==> config.mk <==
export PLATFORM = sky130hd
export DESIGN_NAME = rr_pkt_arbiter
export DESIGN_NICKNAME = d
export VERILOG_FILES = /design/src/rtl/rr_pkt_arbiter.sv
export SDC_FILE = /design/constraint.sdc
export NUM_CORES = 1
export LEC_CHECK = 0
export CAP_MARGIN = 25
export CORE_MARGIN = 2
export CORE_UTILIZATION = 34
export DETAILED_ROUTE_END_ITERATION = 7
export PLACE_DENSITY = 0.83
export SYNTH_ARGS = -nofsm -noshare
export SYNTH_HDL_FRONTEND = slang
export SYNTH_SLANG_ARGS = --single-unit
export TNS_END_PERCENT = 30
==> constraint.sdc <==
create_clock -name clk -period 3.2 [get_ports clk]
set_clock_uncertainty 0.15 [all_clocks]
set_input_delay 0.96 -clock clk [delete_from_list [all_inputs] [get_ports clk]]
set_output_delay 0.96 -clock clk [all_outputs]
set_load 0.02 [all_outputs]
==> src/rtl/rr_pkt_arbiter.sv <==
// rr_pkt_arbiter: round-robin packet arbiter sharing one downstream stream
// port between N upstream requesters. A grant is held from the first beat of
// a packet until its last-beat handshake, then the rotating pointer moves to
// the requester after the one just served.
//
// Optional feature: define RR_PKT_ARBITER_GNT_CNT_EN to add per-requester
// saturating 16-bit counters of completed packets (output gnt_cnt).
module rr_pkt_arbiter #(
    parameter int  N  = 4,
    parameter type T  = bit [7:0],
    localparam int IW = (N > 1) ? $clog2(N) : 1
) (
    input  logic          clk,
    input  logic          rst_n,
    input  logic [N-1:0]  req_valid,
    input  logic [N-1:0]  req_last,
    input  T              req_data [N],
    output logic [N-1:0]  req_ready,
    output logic          out_valid,
    output logic          out_last,
    output T              out_data,
    input  logic          out_ready,
    output logic [IW-1:0] out_idx
`ifdef RR_PKT_ARBITER_GNT_CNT_EN
    ,
    output logic [15:0]   gnt_cnt [N]
`endif
);

    typedef enum logic {
        IDLE = 1'b0,
        BUSY = 1'b1
    } state_t;

    state_t        state;
    logic [IW-1:0] g;
    logic [IW-1:0] p;

    logic          any_req;
    logic [IW-1:0] pick;
    logic [IW:0]   sum;
    logic [IW-1:0] cand;
    logic [IW-1:0] g_inc;
    logic          fire_last;

    // Rotating search starting at p: first valid requester among p, p+1, ... modulo N.
    always_comb begin
        any_req = 1'b0;
        pick    = p;
        sum     = '0;
        cand    = '0;
        for (int k = 0; k < N; k++) begin
            sum = {1'b0, p} + (IW+1)'(k);
            if (sum >= (IW+1)'(N)) begin
                sum = sum - (IW+1)'(N);
            end
            cand = sum[IW-1:0];
            if (!any_req && req_valid[cand]) begin
                any_req = 1'b1;
                pick    = cand;
            end
        end
    end

    // Pointer to the requester following the current grant, wrapping N-1 to 0.
    always_comb begin
        g_inc = g + IW'(1);
        if (g == IW'(N - 1)) begin
            g_inc = '0;
        end
    end

    // Pass the granted requester straight through while BUSY; everything is quiet in IDLE,
    // which also forces all outputs to zero while reset holds the state at IDLE.
    always_comb begin
        out_valid = 1'b0;
        out_last  = 1'b0;
        out_data  = '0;
        req_ready = '0;
        if (state == BUSY) begin
            out_valid    = req_valid[g];
            out_last     = req_last[g];
            out_data     = req_data[g];
            req_ready[g] = out_ready;
        end
    end

    assign fire_last = out_valid & out_ready & out_last;
    assign out_idx   = g;

    // Arbitration state machine: pick a grant in IDLE, hold it until the last-beat handshake.
    always_ff @(posedge clk or negedge rst_n) begin
        if (!rst_n) begin
            state <= IDLE;
            g     <= '0;
            p     <= '0;
        end else begin
            case (state)
                IDLE: begin
                    if (any_req) begin
                        g     <= pick;
                        state <= BUSY;
                    end
                end
                BUSY: begin
                    if (fire_last) begin
                        p     <= g_inc;
                        state <= IDLE;
                    end
                end
                default: begin
                    state <= IDLE;
                end
            endcase
        end
    end

`ifdef RR_PKT_ARBITER_GNT_CNT_EN
    // Count completed packets per requester, saturating at the top of the 16-bit range.
    always_ff @(posedge clk or negedge rst_n) begin
        if (!rst_n) begin
            for (int i = 0; i < N; i++) begin
                gnt_cnt[i] <= '0;
            end
        end else if (fire_last && (gnt_cnt[g] != 16'hFFFF)) begin
            gnt_cnt[g] <= gnt_cnt[g] + 16'd1;
        end
    end
`endif

endmodule

Yosys cells after proc, flatten, opt, wreduce, memory -nomap -nowiden
Cells that the tools add are included.

Output and inout bits: 16. Flip-flop bits (word level): 5.

Bitwise operators: 5. Reduce and logical (&&, ||, !) cells: 9. Equality and inequality tests: 1. Mux-type cells: 37. Order comparisons: 11. Add/sub/neg operators: 8.

Operators with widths (number): $mux W8 (3); $mux W2 (9); $bmux W8 S2 (1); $lt A2 B3 Y1 const B (5); $mux W1 (15); $bmux W1 S2 (6); $ge A3 B3 Y1 const B (4); $sub A2 B1 Y2 const B (4); $add A2 B2 Y3 const B (2); $and A4 B4 Y4 (1); $logic_and A1 B1 Y1 (4); $mux W4 (1); $reduce_and A2 Y1 (2); $add A2 B1 Y3 const B (1); $ge A2 B3 Y1 const B (1); $logic_not A1 Y1 (3); $not A2 Y3 (1); $add A2 B1 Y2 const B (1); $and A1 B1 Y1 (2); $demux W1 S2 (1); $eq A2 B2 Y1 const B (1); $ge A2 B1 Y1 const B (1); $pmux W1 S2 (1); $not A1 Y1 (1).

Longest topological paths before layout
Gate-level depths: netlist of run 1.

Depth in word-level cells: 16. Gate-level depth with buffers: 5. Mapped depth without buffers: 4.

Worst setup path after synthesis of run 1
Ideal clock, no wire load.

Kind: input-to-output. Start: in req_last[1]. End: out out_last. Required time: 2.090 ns. Stages: 2. Arrival time: 1.707 ns. Slack: 0.383 ns. Cell sequence: mux4_1 > and2_1.

Word-level cells in the longest chain between the ends: 3.

RTL lines: from (decl) (line 16) `input logic [N-1:0] req_last,`; $bmux W1 S2 (line 82) `out_last = req_last[g];`; $mux W1 (implied by the code) (line 82); $mux W1 (line 80) `if (state == BUSY) begin`; to (decl) (line 20) `output logic out_last,`.

Every way passes these cells. The select of a mux whose other input is x is not followed.

==> metrics.md, run 1 <==
| Metric | Value |
|---|---|
| Status | complete, but fails checks |
| Violated checks | setup timing |
| Core area | roughly 2000 um^2 |
| Final antenna-violating net count | 0 |
| Avg Synthesized Cell Area | between 10 and 15 um^2 |
| RSZ-0062 raised after global routing | true |
| #FFs+latches synth | 5 |
| Post-Synth XOR/XNOR Area | 0% |
| Top cell type by total area after synthesis | mux4_2 |
| Total die area | 2400 um^2 |
| Crit share post-route | 102% |
| Post-layout util | between 70% and 80% |
| Final WS setup | -0.0500 ns |
| Crit-path max cell delay | roughly 0.46 ns |
| Largest net degree at the start of global routing | 18 |
| Via/cell ratio | a little over 5 |
| Initial DRC count | 8 |
| CP required | approximately 2.1 ns |
| Final Instance Area | between 1000 and 1500 um^2 |
| Critical path cell sequence | clkdlybuf4s50_1 > mux4_2 > and2_1 > clkbuf_2 |
| Post-Synth Adder-Cell Area | 7.29% |
| Fmax | 0.308 GHz |
| Layout area overhead | 103% |
| Buffers added on ports | between 50 and 60 |
| Final Critical Period | roughly 3.2 ns |
| Synth Area in Compound Gates | 10.4% |
| Vias | 800 |
| Synth Warn # | 0 |
| Io pins | a little under 60 |
| Final Setup Violations | 8 |
| Leakage Power | slightly below 0.0007 uW |
| Initial antenna violation count | 0 |
| Post-Synth Simple-Gate Area | between 20 and 25% |
| Final Hold Vio Count | 0 |
| Crit path kind | input port to primary output |
| Antenna diodes | 0 |
| Overflow after GRT | 0 |
| Distinct cells, synth | 24 |
| Crit start category | input port |
| First drt pass iteration count | 4 |
| Row cnt | 16 |
| Setup_tns | -0.340 ns |
| Worst Path Max Fanout | 1 |
| Hold Path Class | flop to flop |
| Clock Sinks | 5 |
| Register area share after synthesis | 18.2% |
| Gr usage total | a little under a quarter |
| Mux contribution to synthesized area | a little under two fifths |
| VDD IR max | between 0.0005 and 0.0006 V |
| DRC violations left | 0 |
| CTS Buffer Depth | 2 |
| CP arrival | 2.14 ns |
| Reg clk slew, reported paths | roughly 0.04 ns |
| Largest family of logic cells by synthesized area | multiplexers |
| MaxCap Viol Count | 0 |
| CTS tree | yes |
| Worst-Margin Slew | between 0.5 and 0.6 ns |
| First-pass GRT wire length | about 4300 um |
| Worst skew pair latency | 0.24 ns |
| Initial Utilization | 35.4% |
| Fraction of layout cells with a size suffix above 1 | 29.5% |
| Vias in the first global route | between 800 and 900 |
| Chip width | between 40 and 50 um |
| Final WL | 2560 um |
| Hpwl dp | 2100 um |
| Share of the synthesized area in the top cell type | between 20% and 30% |
| Power Density | slightly above 700 nW/um^2 |
| RD Place Congestion | around 0.83 |
| Placed instance area | about 1400 um^2 |
| Fin. max-slew vios | 0 |
| Fillers | around 160 |
| CTS Buf Count | 3 |
| R2R Setup Slk | around 1.1 ns |
| Synthesized cell area | roughly 690 um^2 |
| Post-cts hold buffer count | 0 |
| CTS root buf | clkbuf_4 |
| Hold slack final | between 0.4 and 0.5 ns |
| CP endpoint kind | primary output |
| Post-synthesis cell count | just over 60 |
| Critical path's slowest cell | mux4_2 |
| Rel. slew slack | 65.3% |
| Nets | 180 |
| Mapped Nets | between 100 and 150 |
| Top cells by area, synth | mux4_2, dfrtp_1, and2_1 |
| Design Power | ~1000 uW |
| Height of the die | 48.9 um |
| H-tree depth | 1 |
| Wire per inst | ~16 um |
## timing repair
action	4_1_cts	5_1_grt
pin swaps	0	0
cloned	0	0
gates resized for setup	47	18
endpoints found under the setup margin	14	10
setup buffers	0	1
## path summary, 6_finish.rpt
path	startpoint	to	depth (start not counted)
min	p[0]$_DFFE_PN0P_	p[0]$_DFFE_PN0P_	2
min in group asynchronous	rst_n	out_idx[0]$_DFFE_PN0P_	1
min reg2reg	p[0]$_DFFE_PN0P_	p[0]$_DFFE_PN0P_	2
max reg2reg	out_idx[0]$_DFFE_PN0P_	p[1]$_DFFE_PN0P_	6
max in group asynchronous	rst_n	p[0]$_DFFE_PN0P_	1
max	req_data[4]	out_data[4]	4
## state kept, by name, indices dropped and copies added, names as in the netlist
name     flops
out_idx      2
p            2
state        1
## logic make-up (layout without fill, tap and decap cells)
family | after synthesis | after routing
flip-flops | 5 | 5
buffers and inverters | 7 | 77
adder cells (fa/ha/maj) | 4 | 4
AND/OR/NAND/NOR | 23 | 23
multiplexers | 12 | 12
AO/OA/AOI/OAI | 11 | 11
## final cells by class
class / count / area (um^2) / share of cell area, %
tap: 27 / 33.8 / 2.43
inverter: 4 / 15.0 / 1.08
timing repair buffer: 69 / 662 / 47.6
clock buffer: 4 / 26.3 / 1.89
sequential: 5 / 125 / 8.99
multi-input combinational: 50 / 529 / 38.0
## stage by stage
step | setup WS [ns] | std cells
3_5_place_dp | -0.499 | 154
6_report | -0.0500 | 159
3_3_place_gp | -0.466 | 154
5_1_grt | -0.0786 | 159
4_1_cts | -0.188 | 158
2_1_floorplan | 0.383 | 62
## cells in the final DEF (no fill, tap or decap), types with 2 or more instances in the layout
master / count
a21oi_1: 4
and2_1: 8
and2_4: 2
and3_1: 4
buf_2: 3
buf_4: 12
buf_6: 5
clkbuf_4: 3
clkdlybuf4s50_1: 36
dfrtp_1: 5
dlygate4sd2_1: 4
dlymetal6s2s_1: 8
ha_1: 4
inv_1: 4
mux4_2: 10
nand2_1: 2
nor2b_1: 2
o21ai_0: 2
o221ai_1: 2
## where the power goes
group          switching (uW)  total (uW)  internal (uW)
clock                    24.1        71.2           47.0
sequential               41.4         133           91.2
combinational             362         798            436
## synth_stat cells, drive strengths merged
cell type	instances
clkbuf	1
mux4	10
o31ai	1
nor2	1
and2	10
o21a	1
o221ai	2
ha	4
mux2i	1
inv	4
nand2	2
nor3b	1
nor2b	3
and3	4
buf	2
o22a	1
mux2	1
a21oi	4
o21ai	2
nand4	1
dfrtp	5
or4	1
## routing by layer
metal,track usage (%),share of wire [%],up-vias
met5,0,0,-
met4,7.14,0.66,0
met3,6.44,6.9,2
met2,39.5,48,42
met1,29.9,44,377
li1,-,-,379
## critical path: cells and delay by family
| kind | cells | cell delay [ns] |
|---|---|---|
| buffers and inverters | 2 | 0.55 |
| multiplexers | 1 | 0.46 |
| AND/OR/NAND/NOR | 1 | 0.17 |
No activity file was read; power rests on OpenSTA's default activity.
==> run 2: changes to the inputs <==
- MAX_ROUTING_LAYER: not set -> met4
- TNS_END_PERCENT: 30 -> 5
==> metrics.md, run 2 (synthesis results as in run 1) <==
| Metric | Value |
|---|---|
| Status | complete, but fails checks (unchanged) |
| Violated checks | setup timing (unchanged) |
| Fraction of layout cells with a size suffix above 1 | 31.1% (was 29.5%) |
| Pre-CTS setup slack | -0.499 ns (unchanged) |
| Buffers added on ports | 58 (unchanged) |
| Sw Ratio | 42.2% (was 42.7%) |
| CTS root buf | clkbuf_4 (unchanged) |
| Setup_tns | -0.317 ns (was -0.340 ns) |
| Layout area overhead | 103% (about the same) |
| Clock Sinks | 5 (unchanged) |
| Initial DRC count | 13 (was 8) |
| Worst-Margin Slew | 0.506 ns (was 0.520 ns) |
| Most Crowded Layer GR | met2 (unchanged) |
| Hpwl dp | 2100 um (unchanged) |
| Most frequent cells in the layout | clkdlybuf4s50_1, buf_4, mux4_2 (unchanged) |
| Final antenna-violating net count | 0 (unchanged) |
| Vias | 801 (was 800) |
| Power Density | 725 nW/um^2 (was 720 nW/um^2) |
| Net Sw Power | 426 uW (was 427 uW) |
| Hold slack final | 0.407 ns (was 0.409 ns) |
| Final Setup Violations | 7 (was 8) |
| Worst Path Max Fanout | 1 (unchanged) |
| Share of power burned in registers | 13.0% (was 13.2%) |
| CTS Buf Count | 3 (unchanged) |
| CTS Buffer Depth | 2 (unchanged) |
| Chip width | 48.9 um (unchanged) |
| CP required | 2.09 ns (about the same) |
| Initial antenna violation count | 0 (unchanged) |
| Total die area | 2400 um^2 (unchanged) |
| Fmax | 0.306 GHz (was 0.308 GHz) |
| Gr usage total | 24.4% (was 23.7%) |
| Rel. slew slack | 66.3% (was 65.3%) |
| Height of the die | 48.9 um (unchanged) |
| RD Place Congestion | 0.841 (was 0.829) |
| Clock network fraction of total power | 7.0% (was 7.1%) |
| Largest net degree at the start of global routing | 18 (unchanged) |
| Leakage Power | 0.000691 uW (was 0.000672 uW) |
| Wire per inst | 16.2 um (was 16.1 um) |
| Row cnt | 16 (unchanged) |
| RSZ-0062 raised after global routing | true (unchanged) |
| Vias in the first global route | 838 (was 840) |
| Crit start category | input port (unchanged) |
| VDD IR max | 0.000532 V (was 0.000501 V) |
| Most common cell after layout, fill and taps aside | clkdlybuf4s50_1 (unchanged) |
| Initial Utilization | 35.4% (unchanged) |
| Io pins | 59 (unchanged) |
| Final WS setup | -0.0689 ns (was -0.0500 ns) |
| CP arrival | 2.16 ns (was 2.14 ns) |
| MaxCap Viol Count | 0 (unchanged) |
| Non-filler instance count after layout | 159 (unchanged) |
| Internal | 584 uW (was 574 uW) |
| CTS tree | yes (unchanged) |
| GR Layer Usage met3 | 5.83% (was 6.44%) |
| DRC violations left | 0 (unchanged) |
| Fin. max-slew vios | 0 (unchanged) |
| DP Cell Count | 154 (unchanged) |
| Combinational share of power | 79.9% (was 79.6%) |
| Nets | 180 (unchanged) |
| Final Hold Vio Count | 0 (unchanged) |
| Final WL | 2580 um (was 2560 um) |
| Reg clk slew, reported paths | 0.04 ns (about the same) |
| First drt pass iteration count | 4 (unchanged) |
| H-tree depth | 1 (unchanged) |
| Met1 GRT Util | 30.3% (was 29.9%) |
| Met2 Use GR | 39.5% (unchanged) |
| Core area | 1940 um^2 (unchanged) |
| Hold Path Class | flop to flop (unchanged) |
| Overflow after GRT | 0 (unchanged) |
| Worst skew pair latency | 0.24 ns (about the same) |
| Antenna diodes | 0 (unchanged) |
| Via/cell ratio | 5.04 (was 5.03) |
| Crit path kind | input port to primary output (unchanged) |
| First-pass GRT wire length | 4280 um (unchanged) |
| Crit share post-route | 102% (about the same) |
| Design Power | 1010 uW (was 1000 uW) |
| CP endpoint kind | primary output (unchanged) |
| Final Critical Period | 3.27 ns (was 3.25 ns) |
-- run 2: cell types whose count changed in the layout (fill, tap and decap cells not counted), sizes merged --
cell           change
dlygate4sd2        +4
dlymetal6s2s       +1
clkbuf             -1
buf                +1
clkdlybuf4s50      -5
-- run 2: layout make-up --
| cell class | count | area (um^2) |
|---|---|---|
| timing repair buffer | 69 | 659 |
| fill | 158 | 548 |
| multi-input combinational | 50 | 534 |
| sequential | 5 | 125 |
| tap | 27 | 33.8 |
| clock buffer | 4 | 26.3 |
| inverter | 4 | 15.0 |
-- run 2: timing repair --
action                                  in CTS  in global routing
endpoints found under the hold margin        0                  0
endpoints found under the setup margin      14                  9
buffers inserted                             0                  1
cloned                                       0                  0
gates resized for setup                     50                 23
hold buffers                                 0                  0
-- run 2: final timing paths --
check,startpoint,endpoint,slack (ns),cells past startpoint
min,p[0]$_DFFE_PN0P_,p[0]$_DFFE_PN0P_,0.41,2
max reg2reg,out_idx[0]$_DFFE_PN0P_,p[1]$_DFFE_PN0P_,1.14,6
min in group asynchronous,rst_n,out_idx[0]$_DFFE_PN0P_,0.78,1
min reg2reg,p[0]$_DFFE_PN0P_,p[0]$_DFFE_PN0P_,0.41,2
max in group asynchronous,rst_n,p[0]$_DFFE_PN0P_,1.95,1
max,req_data[12],out_data[4],-0.07,4
-- run 2: power by group through the flow --
stage / clock, uW / combinational [uW] / sequential (uW)
detailed placement: 0 / 806 / 131
CTS: 74.9 / 746 / 130
global placement: 0 / 785 / 129
global route: 79.7 / 859 / 137
finish: 71.2 / 808 / 132
floorplan: 0 / 442 / 143
-- run 2: critical path, cell delays in order --
cell,delay (ns)
clkdlybuf4s50_1,0.42
mux4_2,0.46
and2_1,0.17
buf_2,0.15
-- run 2: metrics by stage --
| stage | cell area [um^2] | utilization [%] |
|---|---|---|
| after floorplan | 687 | - |
| after global placement | 1360 | 69.9 |
| after detailed placement | 1360 | 69.9 |
| after CTS | 1330 | 68.7 |
| after global routing | 1390 | 71.8 |
| final | 1390 | 71.8 |
-- run 2: metal layers --
layer | share of wire, % | wire length (um) | up-vias
li1 | - | - | 379
met2 | 49 | 1270 | 42
met1 | 43 | 1110 | 380
met4 | 0 | 0 | 0
met3 | 7.9 | 203 | 0
met5 | 0 | 0 | -
==> run 3: changes to the inputs <==
--- a/config.mk
+++ b/config.mk
@@ -11,2 +11,3 @@
 export DETAILED_ROUTE_END_ITERATION = 7
+export HOLD_SLACK_MARGIN = 0.1
 export MAX_ROUTING_LAYER = met4
==> constraint.sdc (replaced) <==
create_clock -name clk -period 3.2 [get_ports clk]
set_clock_uncertainty 0.15 [all_clocks]
set_input_delay 0.64 -clock clk [delete_from_list [all_inputs] [get_ports clk]]
set_output_delay 0.64 -clock clk [all_outputs]
set_load 0.02 [all_outputs]
==> metrics.md, run 3 (synthesis results as in run 1) <==
| Metric | Value |
|---|---|
| Crit path kind | input port to primary output (unchanged) |
| Most frequent cells in the layout | clkdlybuf4s50_1, and2_1, mux4_2 (was clkdlybuf4s50_1, buf_4, mux4_2) |
| Largest net degree at the start of global routing | 18 (unchanged) |
| CTS Buf Count | 3 (unchanged) |
| Initial DRC count | 12 (was 13) |
| GR Layer Usage met3 | 6.13% (was 5.83%) |
| Worst Path Max Fanout | 2 (was 1) |
| Met1 GRT Util | 28.8% (was 30.3%) |
| Chip width | 48.9 um (unchanged) |
| Rel. slew slack | 63.1% (was 66.3%) |
| Gr usage total | 22.6% (was 24.4%) |
| Overflow after GRT | 0 (unchanged) |
| Vias | 780 (was 801) |
| CTS Buffer Depth | 2 (unchanged) |
| Final WL | 2390 um (was 2580 um) |
| Design Power | 970 uW (was 1010 uW) |
| Vias in the first global route | 793 (was 838) |
| Status | complete, no violations (was complete, but fails checks) |
| Post-cts hold buffer count | 0 (unchanged) |
| Nets | 175 (was 180) |
| Core area | 1940 um^2 (unchanged) |
| Io pins | 59 (unchanged) |
| First-pass GRT wire length | 4010 um (was 4280 um) |
| Most Crowded Layer GR | met2 (unchanged) |
| CTS resizes | 0 (was 50) |
| Worst skew pair latency | 0.24 ns (about the same) |
| Hold Path Class | flop to flop (unchanged) |
| Fillers | 149 (was 158) |
| Fraction of layout cells with a size suffix above 1 | 16.5% (was 31.1%) |
| Post-layout util | 69.7% (was 71.8%) |
| Final antenna-violating net count | 0 (unchanged) |
| RSZ-0062 raised after global routing | false (was true) |
| DRC violations left | 0 (unchanged) |
| Power Density | 717 nW/um^2 (was 725 nW/um^2) |
| Post-CTS Setup Inserts | 0 (unchanged) |
| H-tree depth | 1 (unchanged) |
| CP endpoint kind | primary output (unchanged) |
| Via/cell ratio | 5.06 (was 5.04) |
| CP arrival | 2.29 ns (was 2.16 ns) |
| Crit start category | input port (unchanged) |
| First drt pass iteration count | 4 (unchanged) |
| CTS root buf | clkbuf_4 (unchanged) |
| Fmax | 0.325 GHz (was 0.306 GHz) |
| Met2 Use GR | 34.7% (was 39.5%) |
| Row cnt | 16 (unchanged) |
| RD Place Congestion | 0.812 (was 0.841) |
| VDD IR max | 0.000470 V (was 0.000532 V) |
| Fin. max-slew vios | 0 (unchanged) |
| CTS tree | yes (unchanged) |
| Initial antenna violation count | 0 (unchanged) |
| Final Critical Period | 3.08 ns (was 3.27 ns) |
| Reg clk slew, reported paths | 0.04 ns (about the same) |
| Wire per inst | 15.5 um (was 16.2 um) |
| Layout area overhead | 97.1% (was 103%) |
| Multi-input logic area | 528 um^2 (was 534 um^2) |
| Buffers added on ports | 58 (unchanged) |
| Total die area | 2400 um^2 (unchanged) |
| Hpwl dp | 2000 um (was 2100 um) |
| MaxCap Viol Count | 0 (unchanged) |
| Antenna diodes | 0 (unchanged) |
| Initial Utilization | 35.4% (unchanged) |
| CP required | 2.41 ns (was 2.09 ns) |
| Final Hold Vio Count | 0 (unchanged) |
| Most common cell after layout, fill and taps aside | clkdlybuf4s50_1 (unchanged) |
| Crit share post-route | 96.1% (was 102%) |
| Setup_tns | 0 ns (was -0.317 ns) |
| Leakage Power | 0.000545 uW (was 0.000691 uW) |
| Worst-Margin Slew | 0.553 ns (was 0.506 ns) |
| Sequential Area | 125 um^2 (unchanged) |
| Height of the die | 48.9 um (unchanged) |
| Final Setup Violations | 0 (was 7) |
| Clock Sinks | 5 (unchanged) |
==> run 3: final timing paths <==
| path | depth (start not counted) | slack, ns | end | from |
|---|---|---|---|---|
| setup / recovery | 4 | 0.12 | out_last | req_last[0] |
| hold reg to reg | 2 | 0.42 | p[0]$_DFFE_PN0P_ | p[0]$_DFFE_PN0P_ |
| setup reg to reg | 3 | 1.33 | p[1]$_DFFE_PN0P_ | out_idx[1]$_DFFE_PN0P_ |
| min in group asynchronous | 1 | 0.46 | out_idx[0]$_DFFE_PN0P_ | rst_n |
| hold / removal | 2 | 0.42 | p[0]$_DFFE_PN0P_ | p[0]$_DFFE_PN0P_ |
| max in group asynchronous | 1 | 2.26 | state$_DFF_PN0_ | rst_n |
==> run 3: final cells by class <==
cell class / count / area share, %
clock buffer: 4 / 1.94
tap: 27 / 2.50
timing repair buffer: 64 / 46.2
sequential: 5 / 9.24
multi-input combinational: 50 / 39.0
inverter: 4 / 1.11
==> run 3: routing by layer <==
layer | share of wire (%) | vias to the layer above
met2 | 48 | 42
li1 | - | 370
met4 | 0 | 0
met3 | 8.3 | 0
met5 | 0 | -
met1 | 44 | 368
==> run 3: per-stage QoR <==
stage / cell area (um^2) / std cells / hold WS [ns] / setup WS, ns
after floorplan: 687 / 62 / 0.194 / 0.893
after global placement: 1330 / 150 / 0.390 / 0.121
after detailed placement: 1330 / 150 / 0.409 / 0.117
after CTS: 1350 / 154 / 0.425 / 0.114
after global routing: 1350 / 154 / 0.453 / 0.0666
final: 1350 / 154 / 0.421 / 0.123
==> run 3: power by group <==
group / internal (uW) / switching [uW] / total (uW)
registers: 90.9 / 65.2 / 156
logic: 429 / 314 / 743
clock network: 47.0 / 24.2 / 71.2
==> run 3: critical path, cell delays in order <==
cell             delay (ns)
clkdlybuf4s50_1        0.40
mux4_1                 0.54
and2_1                 0.18
clkdlybuf4s50_1        0.53
